## src/rtl/uart_cmd_fifo.sv

```systemverilog
// rtl/uart_cmd_fifo.sv - UART receive FIFO with CPU register window, irq and direction-LED decode
// Optional feature: define RXF_CMD_FILTER_EN to keep only U/D/L/R command words.
module uart_cmd_fifo #(
    parameter int DATA_W = 8,
    parameter int DEPTH  = 16,
    parameter int ADDR_W = $clog2(DEPTH)
) (
    input  logic              cpu_clk,
    input  logic              rst,
    input  logic [DATA_W-1:0] in_data_i,
    input  logic              in_valid_i,
    output logic              in_ready_o,
    input  logic              rd_en_i,
    input  logic [1:0]        rd_addr_i,
    output logic [31:0]       rd_data_o,
    output logic              irq_o,
    output logic [3:0]        leds_o
);

    localparam logic [1:0] A_DATA   = 2'd0;
    localparam logic [1:0] A_STATUS = 2'd1;
    localparam logic [1:0] A_CLEAR  = 2'd2;
    localparam logic [ADDR_W:0] PTR_ONE = {{ADDR_W{1'b0}}, 1'b1};

    logic [DATA_W-1:0] mem_q [DEPTH];
    logic [ADDR_W:0]   wr_ptr_q, wr_ptr_d, rd_ptr_q, rd_ptr_d;
    logic [ADDR_W:0]   count;
    logic [31:0]       rd_data_q, rd_data_d;
    logic [31:0]       status;
    logic [3:0]        leds_q, leds_d;
    logic [3:0]        led_code;
    logic [7:0]        cmd_byte;
    logic              irq_q;
    logic              ovf_q, ovf_d, udf_q, udf_d;
    logic              full, empty, is_cmd;
    logic              data_rd, pop_fire, push_fire, drop, udf_evt, clear;

    assign count = wr_ptr_q - rd_ptr_q;
    assign empty = (wr_ptr_q == rd_ptr_q);
    assign full  = (wr_ptr_q[ADDR_W] != rd_ptr_q[ADDR_W]) &&
                   (wr_ptr_q[ADDR_W-1:0] == rd_ptr_q[ADDR_W-1:0]);

    assign data_rd  = rd_en_i && (rd_addr_i == A_DATA);
    assign pop_fire = data_rd && !empty;
    assign udf_evt  = data_rd && empty;
    assign clear    = rd_en_i && (rd_addr_i == A_CLEAR);

    // A pop in the same cycle frees a slot, so a full FIFO can still take a word.
    assign in_ready_o = !full || pop_fire;

    assign cmd_byte = in_data_i[7:0];

    always_comb begin
        led_code = 4'b0000;
        case (cmd_byte)
            8'h55:   led_code = 4'b0001;
            8'h44:   led_code = 4'b0010;
            8'h4C:   led_code = 4'b0100;
            8'h52:   led_code = 4'b1000;
            default: led_code = 4'b0000;
        endcase
    end

    assign is_cmd = (led_code != 4'b0000);

`ifdef RXF_CMD_FILTER_EN
    // Non-command words are consumed but never stored and never count as overflow.
    assign push_fire = in_valid_i && in_ready_o && is_cmd;
    assign drop      = in_valid_i && !in_ready_o && is_cmd;
`else
    assign push_fire = in_valid_i && in_ready_o;
    assign drop      = in_valid_i && !in_ready_o;
`endif

    assign status = {12'd0, udf_q, ovf_q, full, empty, 7'd0, 9'(count)};

    always_comb begin
        wr_ptr_d  = wr_ptr_q;
        rd_ptr_d  = rd_ptr_q;
        rd_data_d = rd_data_q;
        leds_d    = leds_q;
        if (push_fire) begin
            wr_ptr_d = wr_ptr_q + PTR_ONE;
            leds_d   = led_code;
        end
        if (pop_fire) begin
            rd_ptr_d = rd_ptr_q + PTR_ONE;
        end
        if (rd_en_i) begin
            case (rd_addr_i)
                A_DATA:   rd_data_d = pop_fire ? 32'(mem_q[rd_ptr_q[ADDR_W-1:0]]) : 32'd0;
                A_STATUS: rd_data_d = status;
                default:  rd_data_d = 32'd0;
            endcase
        end
        // A flag event coinciding with a clear keeps the flag set.
        ovf_d = drop || (ovf_q && !clear);
        udf_d = udf_evt || (udf_q && !clear);
    end

    always_ff @(posedge cpu_clk) begin
        if (push_fire) begin
            mem_q[wr_ptr_q[ADDR_W-1:0]] <= in_data_i;
        end
    end

    always_ff @(posedge cpu_clk or posedge rst) begin
        if (rst) begin
            wr_ptr_q  <= '0;
            rd_ptr_q  <= '0;
            rd_data_q <= 32'd0;
            leds_q    <= 4'b0000;
            irq_q     <= 1'b0;
            ovf_q     <= 1'b0;
            udf_q     <= 1'b0;
        end else begin
            wr_ptr_q  <= wr_ptr_d;
            rd_ptr_q  <= rd_ptr_d;
            rd_data_q <= rd_data_d;
            leds_q    <= leds_d;
            irq_q     <= !empty;
            ovf_q     <= ovf_d;
            udf_q     <= udf_d;
        end
    end

    assign rd_data_o = rd_data_q;
    assign irq_o     = irq_q;
    assign leds_o    = leds_q;

endmodule

```

## config.mk

```make
export PLATFORM = sky130hd
export DESIGN_NAME = uart_cmd_fifo
export DESIGN_NICKNAME = d
export VERILOG_FILES = /design/src/rtl/uart_cmd_fifo.sv
export SDC_FILE = /design/constraint.sdc
export NUM_CORES = 1
export LEC_CHECK = 0
export ABC_AREA = 1
export ABC_CLOCK_PERIOD_IN_PS = 2700
export BUFFER_PORTS_ARGS = -buffer_cell sky130_fd_sc_hd__buf_4
export CAP_MARGIN = 20
export CORE_MARGIN = 8
export CORE_UTILIZATION = 60
export DETAILED_ROUTE_END_ITERATION = 8
export HOLD_SLACK_MARGIN = 0.02
export PLACE_DENSITY = 0.8
export SLEW_MARGIN = 10
export SYNTH_ARGS = -nofsm -noshare
export SYNTH_HDL_FRONTEND = slang
export SYNTH_SLANG_ARGS = --single-unit
```

## constraint.sdc

```tcl
create_clock -name cpu_clk -period 2.7 [get_ports cpu_clk]
set_input_delay 0.27 -clock cpu_clk [delete_from_list [all_inputs] [get_ports cpu_clk]]
set_output_delay 0.27 -clock cpu_clk [all_outputs]
set_load 0.01 [all_outputs]
```

* Word level (Yosys, flattened, before mapping) *
Memories as Yosys holds them, arrays and structs flattened.
Cells that the tools add are included.

cells by class
  $lt $le $gt $ge = 0
  reductions and logical operators = 17
  shift-type cells = 0
  eq/ne operators = 9
  add/subtract/negate cells = 3
  bitwise gates (word level) = 0
  div/mod/pow operators = 0
  multiplexer cells = 5
  multipliers = 0

operator list
  kind                                                                    count
  20-bit one-hot mux with 2 select lines                                  1
  8-bit by 7-bit equality test with 1-bit output (second input constant)  4
  4-bit one-hot mux with 4 select lines                                   1
  5-bit by 1-bit adder with 5-bit output (second input constant)          2
  1-bit logical AND                                                       9
  8-bit two-way mux                                                       1
  5-bit equality test                                                     1
  5-bit subtractor                                                        1
  4-bit equality test                                                     1
  1-bit logical NOT                                                       4
  1-bit logical OR                                                        3
  2-bit by 1-bit equality test with 1-bit output (second input constant)  1
  2-bit equality test (second input constant)                             1
  2-bit logical NOT                                                       1
  1-bit two-way mux                                                       2
  1-bit inequality test                                                   1

word-level totals
  register bits after elaboration = 49
  RAM bits = 128
  bits of input ports = 14
  word-level logic and storage cells = 42
  output and inout port bits = 38
  memories kept = 1
  bits in read-only memories = 0
  latch bits = 0

memories
  name   depth  bits a word  rd ports  clocked after memory_dff  wr ports  line  RTL
  mem_q  16     8            1         0                         1         25    logic [DATA_W-1:0] mem_q [DEPTH];

* Logic depth before layout (Yosys ltp) *
  depth in word-level cells = 7
  mapped depth = 14
  gate-level depth less buffers = 12

* Least setup slack after synthesis *
Ideal clock, no wire load.

  kind = register to register
  start point = reg rd_ptr_q[2]
  end point = mem mem_q[11][0] (enable)
  data required time = 2,317 ps
  arrival time = 2,160 ps
  setup slack = 156 ps
  cell stages (with the launch flop) = 10
  buffers on the path = 2
  clock period less this slack = 2,544 ps
  setup time = 383 ps
  path through = dfrtp_1 > clkinv_1 > clkbuf_1 > ha_1 > nand4_1 > nor2_4 > nand2_4 > nand2_4 > buf_6 > nor3_1

on the way
  longest elaborated chain between the ends = 7
  elaborated cells between the ends (all ways) = 10
  those cells by class = eq/ne (2); mux (2); reduce/logical (6)

ends and longest elaborated chain
  item                                                               line    RTL
  start: declaration                                                 26      logic [ADDR_W:0] wr_ptr_q, wr_ptr_d, rd_ptr_q, rd_ptr_d;
  start signal: assignment                                           118     rd_ptr_q <= rd_ptr_d;
  5-bit equality test / 4-bit equality test (equally long branches)  39, 41
  1-bit logical NOT / 1-bit logical AND (equally long branches)      44, 40
  1-bit logical AND / 1-bit logical NOT (equally long branches)      44, 49
  1-bit logical OR *                                                 49      assign in_ready_o = !full || pop_fire;
  via in_ready_o                                                     12      output logic in_ready_o,
  1-bit logical AND *                                                71      assign push_fire = in_valid_i && in_ready_o;
  1-bit two-way mux *                                                102     if (push_fire) begin
  1-bit two-way mux (not written as such) *                          103     mem_q[wr_ptr_q[ADDR_W-1:0]] <= in_data_i;
  end: declaration                                                   25

The timed path passes the listed nets; every way through them passes the cells marked *.

* Worst setup path after layout *
  start point = reg rd_ptr_q[3]
  end point = mem mem_q[10][2] (enable)

on the way
  longest elaborated chain between the ends = 7
  elaborated cells between the ends (all ways) = 10
  those cells by class = eq/ne (2); mux (2); reduce/logical (6)

ends and longest elaborated chain
  item                                                               line
  5-bit equality test / 4-bit equality test (equally long branches)  39, 41
  1-bit logical NOT / 1-bit logical AND (equally long branches)      44, 40
  1-bit logical AND / 1-bit logical NOT (equally long branches)      44, 49
  1-bit logical OR *                                                 49
  1-bit logical AND *                                                71
  1-bit two-way mux *                                                102
  1-bit two-way mux (not written as such) *                          103

Mark *: on every way between the ends. The rest lies on a longest branch, timed or not.

==> impl_metrics.env <==
export IMPL_crit_slowest_cell="nor2_1"
export IMPL_grt_overflow=0
export IMPL_syn_to_final_growth_pct=13.1
export IMPL_startpoint="rd_ptr_q[3]"
export IMPL_cap_viol_max_count=0
export IMPL_slowest_delay_ns=0.57
export IMPL_finalHoldViolations=0
export IMPL_maxSlewHeadroom=0.558
export IMPL_arrival_ns=2.59
export IMPL_cellPowerDensity_nw_per_um2=1070
export IMPL_cp_cell_sequence="inv_2, ha_1, nand4_1, nor2_4, nand2_4, nand2_4, inv_2, nand2_1, nor2_1"
export IMPL_synth_seq_cells=157
export IMPL_worst_slew_pin_slew_ns=0.661
export IMPL_fin_skew_ns=0.00579
export IMPL_fp_dieH_um=123
export IMPL_peakVddDrop_mv=0.616
export IMPL_power_leakage_nw=3.10
export IMPL_dp_hpwl_um=10400
export IMPL_min_delay_start="rd_en_i"
export IMPL_critical_path_top_delay_family="simple AND/OR/NAND/NOR gates"
export IMPL_drive_gt1_frac=0.144
export IMPL_post_route_min_period_ns=2.53
export IMPL_setup_violations=0
export IMPL_max_freq_mhz=395
export IMPL_setup_worst_path_start_class="flop"
export IMPL_cts_root_buf="clkbuf_16"
export IMPL_track_usage=0.224
export IMPL_critPathRequiredTime_ns=2.76
export IMPL_numCtsBuffers=17
export IMPL_regToRegStartpoint="rd_ptr_q[3]"
export IMPL_clockBufferDepth=2
export IMPL_core_um2=11300
export IMPL_antenna_found_initial=0
export IMPL_syn_inst=623
export IMPL_crit_type="flop to flop"
export IMPL_design_area_um2=7760
export IMPL_wire_per_inst_um=19.9
export IMPL_synthesis_area_um2=6870
export IMPL_placedCellCount=777
export IMPL_period_share=0.938
export IMPL_total_power_mw=8.27
export IMPL_port_buffers=31
export IMPL_fin_nets=679
export IMPL_whs_endpoint="rd_data_o[0]"
export IMPL_dieArea_um2=15100
export IMPL_synth_area_per_cell_um2=11.0
export IMPL_dp_slack_ns=0.198
export IMPL_insertedDiodeCount=0
export IMPL_clk_pin_slew_worst_paths_ns=0.06
export IMPL_drt_iter0_drc=507
export IMPL_r2r_slack_ns=0.17
export IMPL_crit_fanout=13
export IMPL_place_area_um2=7120
export IMPL_clock_sinks=157
export IMPL_final_core_util=0.689
export IMPL_layout_commonest_cell="nand2_1"
export IMPL_hold_path_class="input port to flop"
export IMPL_synth_cell_type_count=33
export IMPL_ys_seq_area_frac=0.666
export IMPL_rows=39
export IMPL_via_count=4703
export IMPL_layout_cells_most_common_list="181 x nand2_1, 130 x nand3_1, 128 x edfxtp_1"
export IMPL_routed_via_density=5.81
export IMPL_start_util=0.609
export IMPL_ys_warn_count=0
export IMPL_route_final_wire_length_um=16100
export IMPL_endpoint_kind="flop"
export IMPL_rsz0062_at_grt="yes"
export IMPL_clk_latency_ns=0.43
export IMPL_r2r_cells=9
export IMPL_htree_num_levels=4
export IMPL_instances_no_fill=810
export IMPL_antenna_left=0
export IMPL_drt_first_pass_iters=6
export IMPL_routabilityCongestion=0.945
export IMPL_grt_pass1_vias=4741
export IMPL_cts_tree="done"
export IMPL_outcome="finished, final reports clean"
export IMPL_io_pins=52
export IMPL_grt_max_degree=67
export IMPL_hold_path_cell_count=3
export IMPL_drv_slew=0
export IMPL_grt_pass1_wl_um=24900
export IMPL_crit_buf_inv=2
export IMPL_die_x_um=123
export IMPL_drcViolationCount=0
export IMPL_rr_endpoint="mem_q[10][2]"
export IMPL_postCtsSetupRepairBufs=0
export IMPL_worst_slack_ns=0.168
[layout make-up]
type / instances / area (um2)
multi-input cells: 407 / 1970
flip-flops and latches: 157 / 4570
well taps: 143 / 179
fillers: 806 / 3510
repair buffers: 42 / 338
clock inverters: 13 / 166
inverters: 30 / 114
clock buffers: 18 / 429
[cells by family (layout without fill, tap and decap cells)]
kind of cell | count (synthesis) | in the layout | synth area share
fa+ha+maj | 10 | 10 | 0.0193
flops | 157 | 157 | 0.666
buf+inv | 78 | 103 | 0.0600
xor+xnor | 7 | 7 | 0.00893
compound gates | 17 | 17 | 0.0140
other cells | 1 | 20 | 0.000546
simple gates | 353 | 353 | 0.232
[sequential cells by signal (all words and copies together) (netlist names)]
| register | flops |
|---|---|
| leds_o | 4 |
| rd_ptr_q | 5 |
| udf_q | 1 |
| irq_o | 1 |
| ovf_q | 1 |
| rd_data_o | 12 |
| wr_ptr_q | 5 |
| mem_q | 128 |
[layer usage]
metal,GRT usage,part of all wire,vias to the layer above
met4,0.124,0.038,0
met3,0.0589,0.086,53
li1,-,-,2148
met1,0.262,0.36,2253
met2,0.374,0.51,249
met5,0,0,-
[worst max path at each step]
stage,endpoint,cells after the start,slack [ns]
4_1_cts,mem_q[4][6],9,0.16
3_3_place_gp,mem_q[8][2],9,0.31
3_5_place_dp,mem_q[10][7],9,0.20
5_1_grt,mem_q[10][6],9,-0.01
2_1_floorplan,mem_q[11][0],9,0.16
6_report,mem_q[10][2],9,0.17
[metrics by stage]
stage | hold WS [ns] | setup TNS (ns)
after floorplan | 0.348 | 0
after global routing | 0.109 | -0.0847
after CTS | 0.0851 | 0
final | 0.100 | 0
after global placement | 0.467 | 0
after detailed placement | 0.466 | 0
[Yosys cell counts]
cell | count | area, um2
o21ai_1 | 3 | 15.0
xor2_1 | 7 | 61.3
dfrtp_1 | 29 | 726
inv_1 | 21 | 78.8
nand3_1 | 130 | 651
buf_4 | 22 | 165
nand4_1 | 2 | 12.5
buf_6 | 2 | 22.5
a21oi_1 | 1 | 5.00
nand2_2 | 1 | 6.26
conb_1 | 1 | 3.75
clkbuf_1 | 7 | 26.3
nor3_1 | 4 | 20.0
o31ai_1 | 2 | 15.0
buf_1 | 1 | 3.75
nor2_2 | 3 | 18.8
ha_1 | 9 | 113
clkinv_1 | 1 | 3.75
nand2_4 | 4 | 45.0
nor2_8 | 1 | 20.0
clkinv_2 | 1 | 5.00
nand2_1 | 181 | 679
buf_2 | 16 | 80.1
nor2_4 | 4 | 45.0
edfxtp_1 | 128 | 3840
fa_1 | 1 | 20.0
inv_2 | 7 | 26.3
a32o_1 | 1 | 10.0
or2_2 | 1 | 6.26
nand3b_1 | 1 | 7.51
nor2_1 | 21 | 78.8
o21ai_0 | 9 | 45.0
o22ai_1 | 1 | 6.26
[power by group]
part	switching [mW]	internal, mW	total (mW)
Clock	0.952	1.45	2.41
Sequential	0.153	2.98	3.13
Combinational	1.91	0.828	2.73
Total	3.01	5.26	8.27
[worst reg2reg max path, delay by kind of cell, from the launching register on]
kind / cells / cell delay [ns]
simple gates: 6 / 1.21
fa+ha+maj: 1 / 0.29
buf+inv: 2 / 0.29
flops: 1 / 0.38
[repair_timing]
item / in CTS / in global routing
resized for setup: 0 / 4
hold buffers: 0 / 1
endpoints found under the setup margin: 0 / 38
hold endpoints to repair: 0 / 6
Power figures use the tool's default switching activity.
